===== config.mk =====
export PLATFORM = sky130hd
export DESIGN_NAME = ram_port_arbiter
export DESIGN_NICKNAME = d
export VERILOG_FILES = /design/src/rtl/ram_port_arbiter.sv
export SDC_FILE = /design/constraint.sdc
export NUM_CORES = 1
export LEC_CHECK = 0
export ABC_AREA = 1
export ABC_CLOCK_PERIOD_IN_PS = 3800
export BUFFER_PORTS_ARGS = -buffer_cell sky130_fd_sc_hd__buf_2
export CAP_MARGIN = 25
export CORE_AREA = 2 2 90 92
export DETAILED_ROUTE_END_ITERATION = 6
export DIE_AREA = 0 0 92 94
export MAX_ROUTING_LAYER = met4
export SETUP_SLACK_MARGIN = 0.2
export SYNTH_ARGS = -nofsm -noshare
export SYNTH_HDL_FRONTEND = slang
export SYNTH_SLANG_ARGS = --single-unit

===== constraint.sdc =====
create_clock -name clk_i -period 3.8 [get_ports clk_i]
set_input_delay 0.95 -clock clk_i [delete_from_list [all_inputs] [get_ports clk_i]]
set_output_delay 0.95 -clock clk_i [all_outputs]
set_load 0.02 [all_outputs]

===== src/rtl/ram_port_arbiter.sv =====
// ram_port_arbiter: round-robin arbiter sharing one single-port RAM among NUM_REQ requesters
// Ports: clk_i / rst_n_i             clock, asynchronous active-low reset
//        req_valid_i / req_ready_o   per-requester handshake, ready is one-hot or zero
//        req_addr_i / req_wdata_i / req_byte_en_i  packed request slices (byte_en == 0 means read)
//        rsp_valid_o / rsp_rdata_o   one-hot response strobe one cycle after grant, shared read data
//        addr_o / write_o / byte_en_o / data_i     RAM port drive and RAM read data
// Option: define ARB_BURST_LOCK_EN to add req_last_i and hold the grant for a whole burst.
module ram_port_arbiter #(
    parameter int NUM_REQ     = 2,
    parameter int ADDR_WIDTH  = 16,
    parameter int BYTE_WIDTH  = 8,
    parameter int BATCH_WIDTH = 4
) (
    input  logic                                        clk_i,
    input  logic                                        rst_n_i,
    input  logic [NUM_REQ-1:0]                          req_valid_i,
    output logic [NUM_REQ-1:0]                          req_ready_o,
    input  logic [NUM_REQ*ADDR_WIDTH-1:0]               req_addr_i,
    input  logic [NUM_REQ*BYTE_WIDTH*BATCH_WIDTH-1:0]   req_wdata_i,
    input  logic [NUM_REQ*BATCH_WIDTH-1:0]              req_byte_en_i,
`ifdef ARB_BURST_LOCK_EN
    input  logic [NUM_REQ-1:0]                          req_last_i,
`endif
    output logic [NUM_REQ-1:0]                          rsp_valid_o,
    output logic [BYTE_WIDTH*BATCH_WIDTH-1:0]           rsp_rdata_o,
    output logic [ADDR_WIDTH-1:0]                       addr_o,
    output logic [BYTE_WIDTH*BATCH_WIDTH-1:0]           write_o,
    output logic [BATCH_WIDTH-1:0]                      byte_en_o,
    input  logic [BYTE_WIDTH*BATCH_WIDTH-1:0]           data_i
);
    localparam int DW = BYTE_WIDTH * BATCH_WIDTH;
    localparam int PW = $clog2(NUM_REQ);
    logic [PW-1:0]         r_ptr;
    logic [NUM_REQ-1:0]    r_rsp_valid;
    logic [ADDR_WIDTH-1:0] r_addr;
    logic [PW:0]           w_k;
    logic [PW-1:0]         w_srch, w_idx, w_next;
    logic                  w_any, w_gnt, w_last;
`ifdef ARB_BURST_LOCK_EN
    logic                  r_lock;
    logic [PW-1:0]         r_lock_idx;
`endif
    always_comb begin
        w_srch = '0;
        w_any  = 1'b0;
        w_k    = '0;
        // walk from lowest to highest priority so the highest-priority valid requester wins
        for (int i = NUM_REQ - 1; i >= 0; i--) begin
            w_k = {1'b0, r_ptr} + (PW+1)'(i);
            if (w_k >= (PW+1)'(NUM_REQ)) w_k = w_k - (PW+1)'(NUM_REQ);
            if (req_valid_i[w_k[PW-1:0]]) begin
                w_any  = 1'b1;
                w_srch = w_k[PW-1:0];
            end
        end
`ifdef ARB_BURST_LOCK_EN
        // a locked holder keeps the port even while its valid is low
        w_idx  = r_lock ? r_lock_idx : w_srch;
        w_gnt  = rst_n_i && (r_lock ? req_valid_i[r_lock_idx] : w_any);
        w_last = req_last_i[w_idx];
`else
        w_idx  = w_srch;
        w_gnt  = rst_n_i && w_any;
        w_last = 1'b1;
`endif
        w_next      = w_idx == PW'(NUM_REQ - 1) ? '0 : w_idx + 1'b1;
        req_ready_o = w_gnt ? NUM_REQ'(1) << w_idx : '0;
        // address is held when idle and byte enables drop, so the RAM sees a harmless read
        addr_o      = w_gnt ? req_addr_i[w_idx*ADDR_WIDTH +: ADDR_WIDTH] : r_addr;
        write_o     = req_wdata_i[w_idx*DW +: DW];
        byte_en_o   = w_gnt ? req_byte_en_i[w_idx*BATCH_WIDTH +: BATCH_WIDTH] : '0;
        rsp_valid_o = r_rsp_valid;
        rsp_rdata_o = data_i;
    end
    always_ff @(posedge clk_i or negedge rst_n_i) begin
        if (!rst_n_i) begin
            r_ptr       <= '0;
            r_rsp_valid <= '0;
            r_addr      <= '0;
`ifdef ARB_BURST_LOCK_EN
            r_lock      <= 1'b0;
            r_lock_idx  <= '0;
`endif
        end else begin
            r_rsp_valid <= req_ready_o;
            r_addr      <= addr_o;
            if (w_gnt && w_last) r_ptr <= w_next;
`ifdef ARB_BURST_LOCK_EN
            if (w_gnt) begin
                r_lock     <= !w_last;
                r_lock_idx <= w_idx;
            end
`endif
        end
    end
endmodule


# Yosys cells after proc, flatten, opt, wreduce, memory -nomap -nowiden
# Cells that the tools add are included.
[word_totals]
in_bits = 140
register_bits = 19
[op_classes]
n_reduce_logical = 1
order_cmp = 4
n_mux = 14
shift = 4
n_addsub = 4
[op_table]
columns = ["op", "count"]
rows = [
  ["indexed part select 64 x 7 -> 32 bit", 1],
  ["indexed part select 32 x 6 -> 16 bit", 1],
  ["two-way mux 16 bit", 1],
  ["two-way mux 1 bit", 11],
  ["indexed part select 8 x 4 -> 4 bit", 1],
  ["< comparator 1 x 2 -> 1 bit (second input constant)", 2],
  ["two-way mux 4 bit", 1],
  ["adder 1 x 1 -> 2 bit (second input constant)", 1],
  ["greater-or-equal comparator 1 x 2 -> 1 bit (second input constant)", 1],
  ["greater-or-equal comparator 2 bit (second input constant)", 1],
  ["two-way mux 2 bit", 1],
  ["<< shifter 1 x 1 -> 2 bit (first input constant)", 1],
  ["subtractor 1 bit (second input constant)", 2],
  ["adder 1 bit (second input constant)", 1],
  ["logical AND 1 bit", 1],
]

# Longest topological paths before layout
[depth]
ltp_word = 9
mapped_depth = 7

# Worst setup path before layout
# Ideal clock, no wire load.
[synth_path]
path_kind = "input-to-output"
startpoint = "input port rst_n_i"
endpoint = "output port addr_o[1]"
required_time_ns = 2.850
slack_ns = 1.119
stages = 6
arrival_time_ns = 1.731
cell_sequence = "buf_4 inv_1 nor2_2 buf_6 nand3_1 nand3_1"
[synth_between]
elab_chain_cells = 2
[synth_lines]
columns = ["item", "line", "text"]
rows = [
  ["start, declared", "15", "input logic rst_n_i,"],
  ["logical AND 1 bit", "63", "w_gnt = rst_n_i && w_any;"],
  ["two-way mux 16 bit", "69", "addr_o = w_gnt ? req_addr_i[w_idx*ADDR_WIDTH +: ADDR_WIDTH] : r_addr;"],
  ["end, declared", "26", "output logic [ADDR_WIDTH-1:0] addr_o,"],
]
# Every way passes these cells.

# Worst setup path after layout
[layout_path]
startpoint = "input port req_valid_i[1]"
endpoint = "output port write_o[20]"
[layout_between]
elab_chain_cells = 5
elab_cells_between_ends = 7
classes_between = "shift: 1; mux: 6"
[layout_lines]
columns = ["item", "line", "text"]
rows = [
  ["start, declared", "16", "input logic [NUM_REQ-1:0] req_valid_i,"],
  ["two-way mux 1 bit (implied by the code) (2 in series)", "51", "if (req_valid_i[w_k[PW-1:0]]) begin"],
  ["two-way mux 1 bit", "51", ""],
  ["two-way mux 1 bit (*)", "51", ""],
  ["indexed part select 64 x 7 -> 32 bit (*)", "70", "write_o = req_wdata_i[w_idx*DW +: DW];"],
  ["end, declared", "27", "output logic [BYTE_WIDTH*BATCH_WIDTH-1:0] write_o,"],
]
# Every way passes the cells marked *; elsewhere a longest branch is shown, timed or not. The select of a mux whose other input is x is not followed.

==> impl_metrics.toml <==
[status]
run_status = "completed"

[detailed_routing]
ant_nets = 0
drt_iter0_drc = 40
via_count = 2069
wl_met2_um = 2990
top_layer = "met4"
avgRoutedWirePerCell_um = 12.8
drt_pre_antenna_iters = 4
wl_met3_um = 497
viasPerCell = 4.36
drc = 0
wl_met1_um = 2500
wirelength_um = 6070

[critical_path]
arrival_ps = 2370
timing.rr.end = "r_addr[9]"
crit_slowest_cell = "inv_2"
worst_setup_path_end_kind = "primary output"
reg2reg_slack_ps = 2280
crit_chain = "buf_2 -> nand2_8 -> inv_2 -> nand2_1 -> nand2_1 -> buf_2"
start_kind = "input pin"
crit_family = "buffers and inverters"
cp_num_buf_inv = 3
r2r-start = "r_ptr"
cp_max_fo = 32
crit_path_max_incr_delay_ps = 430
rr_worst_depth = 6
critPathRequiredTime_ps = 2850
critPathKind = "in2out"

[cells_and_area]
num_antenna_cells = 0
final_net_count = 514
final_cell_mix = "buf_2, nand2_1, nand3_1, dfrtp_1, nand4_1"
area_growth_pct = 38.6
layout_commonest_cell = "buf_2"
final_layout_size_suffix_gt1_frac = 0.472
fin_util = 0.303
n_fill_cell = 854
stdcell_count = 475
stdcell_area_mm2 = 0.00231

[worst_hold_path]
hold_start = "r_addr[8]"
min_to = "r_addr[8]"
whs_path_depth = 2
hp-class = "reg2reg"

[logic_synthesis]
ys_ff_latch = 19
synthXorXnorAreaFrac = 0
synth_compound_area_frac = 0.0128
synth_largest_area_cell = "dfrtp_1"
synthSimpleGateAreaFrac = 0.470
yosysWarnings = 0
synth.avg_cell_area_um2 = 6.63
netlist_instances = 251
synthAdderAreaFrac = 0
synth.yosys.seq_area_share = 0.286
synthDistinctLibCells = 17
synth.top_cell.area_share = 0.286
synth_fp_nets = 391
synth_top_family_by_area = "simple AND/OR/NAND/NOR gates"
syn_area_mm2 = 0.00166
synth_area_leaders = "dfrtp_1, nand2_1, buf_4"
synth.area.mux_share = 0

[timing]
hold_violations = 0
max-slew-margin-rel = 0.660
slew_viol_final = 0
hold_slack_ps = 499
skew_ps = 2.36
max_slew.worst_pin.slew_ps = 510
setup_slack_ps = 481
rsz0062_at_grt = "no"
fmax_mhz = 301
fin_tns_setup_ps = 0
period_share = 0.873
setup_viol = 0
fin_crit_ps = 3320

[grt]
grt_use_total = 0.134
grt-ovfl-total = 0
grt_max_degree = 37
grt_pass1_wl_um = 9020
grt_pass1_vias = 1933
antenna_found_initial = 0

[power_and_ir_drop]
p_int_mw = 0.429
ir_drop_mv = 0.167
clkPwrFrac = 0.197
pwr-share-comb = 0.480
p_leak_nw = 1.42
p_total_mw = 0.737
pwr_density_cell_mw_per_mm2 = 320
sw_frac_of_total = 0.419
p_seq_frac = 0.323
power_switching_mw = 0.309

[clock_tree]
cts_buffers = 3
htree_levels = 1
clk_pin_slew_ps = 80
cts.hold.buffers_added = 0
ctsResizeCount = 0
worstSkewPairLatency_ps = 260
cts-root-buf = "clkbuf_8"
clk_path_buf_depth = 2
cts.sinks = 19
cts_tree = "done"
postCtsSetupRepairBufs = 0

[floorplan]
die_width_um = 92
rows = 32
dieArea_mm2 = 0.00865
fp.coreArea_mm2 = 0.00761
die_y_um = 94
start_util = 0.219
ios = 228

[placed_design]
place_hpwl_um = 4750
dp_slack_ps = 475
dp.cells = 471
place_area_mm2 = 0.00226
port_buffers = 163
gp_congestion = 0.726

[run]
cap_violations = 0
[worst max path at each step]
stage	from	endpoint	slack, ps	cells past startpoint
after floorplan	rst_n_i	addr_o[1]	1120	6
after global placement	req_valid_i[1]	write_o[12]	480	6
after detailed placement	req_valid_i[1]	write_o[20]	470	6
after CTS	req_valid_i[1]	write_o[20]	460	6
after global routing	req_valid_i[1]	write_o[20]	340	6
final	req_valid_i[1]	write_o[20]	480	6
[worst reg2reg max path, delay by kind of cell, from the launching register on]
kind / cells / cell delay (ps)
AND/OR/NAND/NOR: 4 / 600
buffers and inverters: 2 / 470
flip-flops: 1 / 370
[power groups by stage]
stage               logic (mW)  clock network [mW]  registers, mW
detailed placement       0.356                   0          0.242
floorplan                0.265                   0          0.242
finish                   0.354               0.145          0.238
global placement         0.356                   0          0.241
CTS                      0.359               0.153          0.238
global route             0.388               0.159          0.241
[registers in the layout, summed over array words and instances (netlist names)]
name,count
r_addr,16
rsp_valid_o,2
r_ptr,1
[final cells by class]
type / count / area [µm²] / share of cell area
Tap cell: 102 / 128 / 0.0553
Sequential cell: 19 / 475 / 0.206
Multi-Input combinational cell: 180 / 803 / 0.348
Clock buffer: 3 / 41.3 / 0.0179
Clock inverter: 1 / 5.00 / 0.00217
Timing Repair Buffer: 166 / 838 / 0.364
Inverter: 4 / 15.0 / 0.00651
[Yosys cell counts]
cell      count
dfrtp_1      19
o21ai_4       1
inv_1         3
nand2_4       1
buf_4        38
nand3_1      36
nor2_1        1
buf_6         6
nor2_2        2
inv_2         1
nand2_8       1
nand4_1      16
nand2_1     121
buf_1         1
clkbuf_1      1
o21ai_0       1
buf_2         2
[kinds of logic (layout without fill, tap and decap cells)]
group / count (synthesis) / count (layout)
DFF: 19 / 19
AOI/OAI and AO/OA: 2 / 2
buffers and inverters: 52 / 174
and+or+nand+nor: 178 / 178
[metal layers]
layer / up-vias / track usage
met2: 102 / 0.243
li1: 1019 / -
met1: 940 / 0.151
met4: 0 / 0.0410
met3: 8 / 0.0217
met5: - / -
Note: power is estimated with default switching activity, not from simulation.
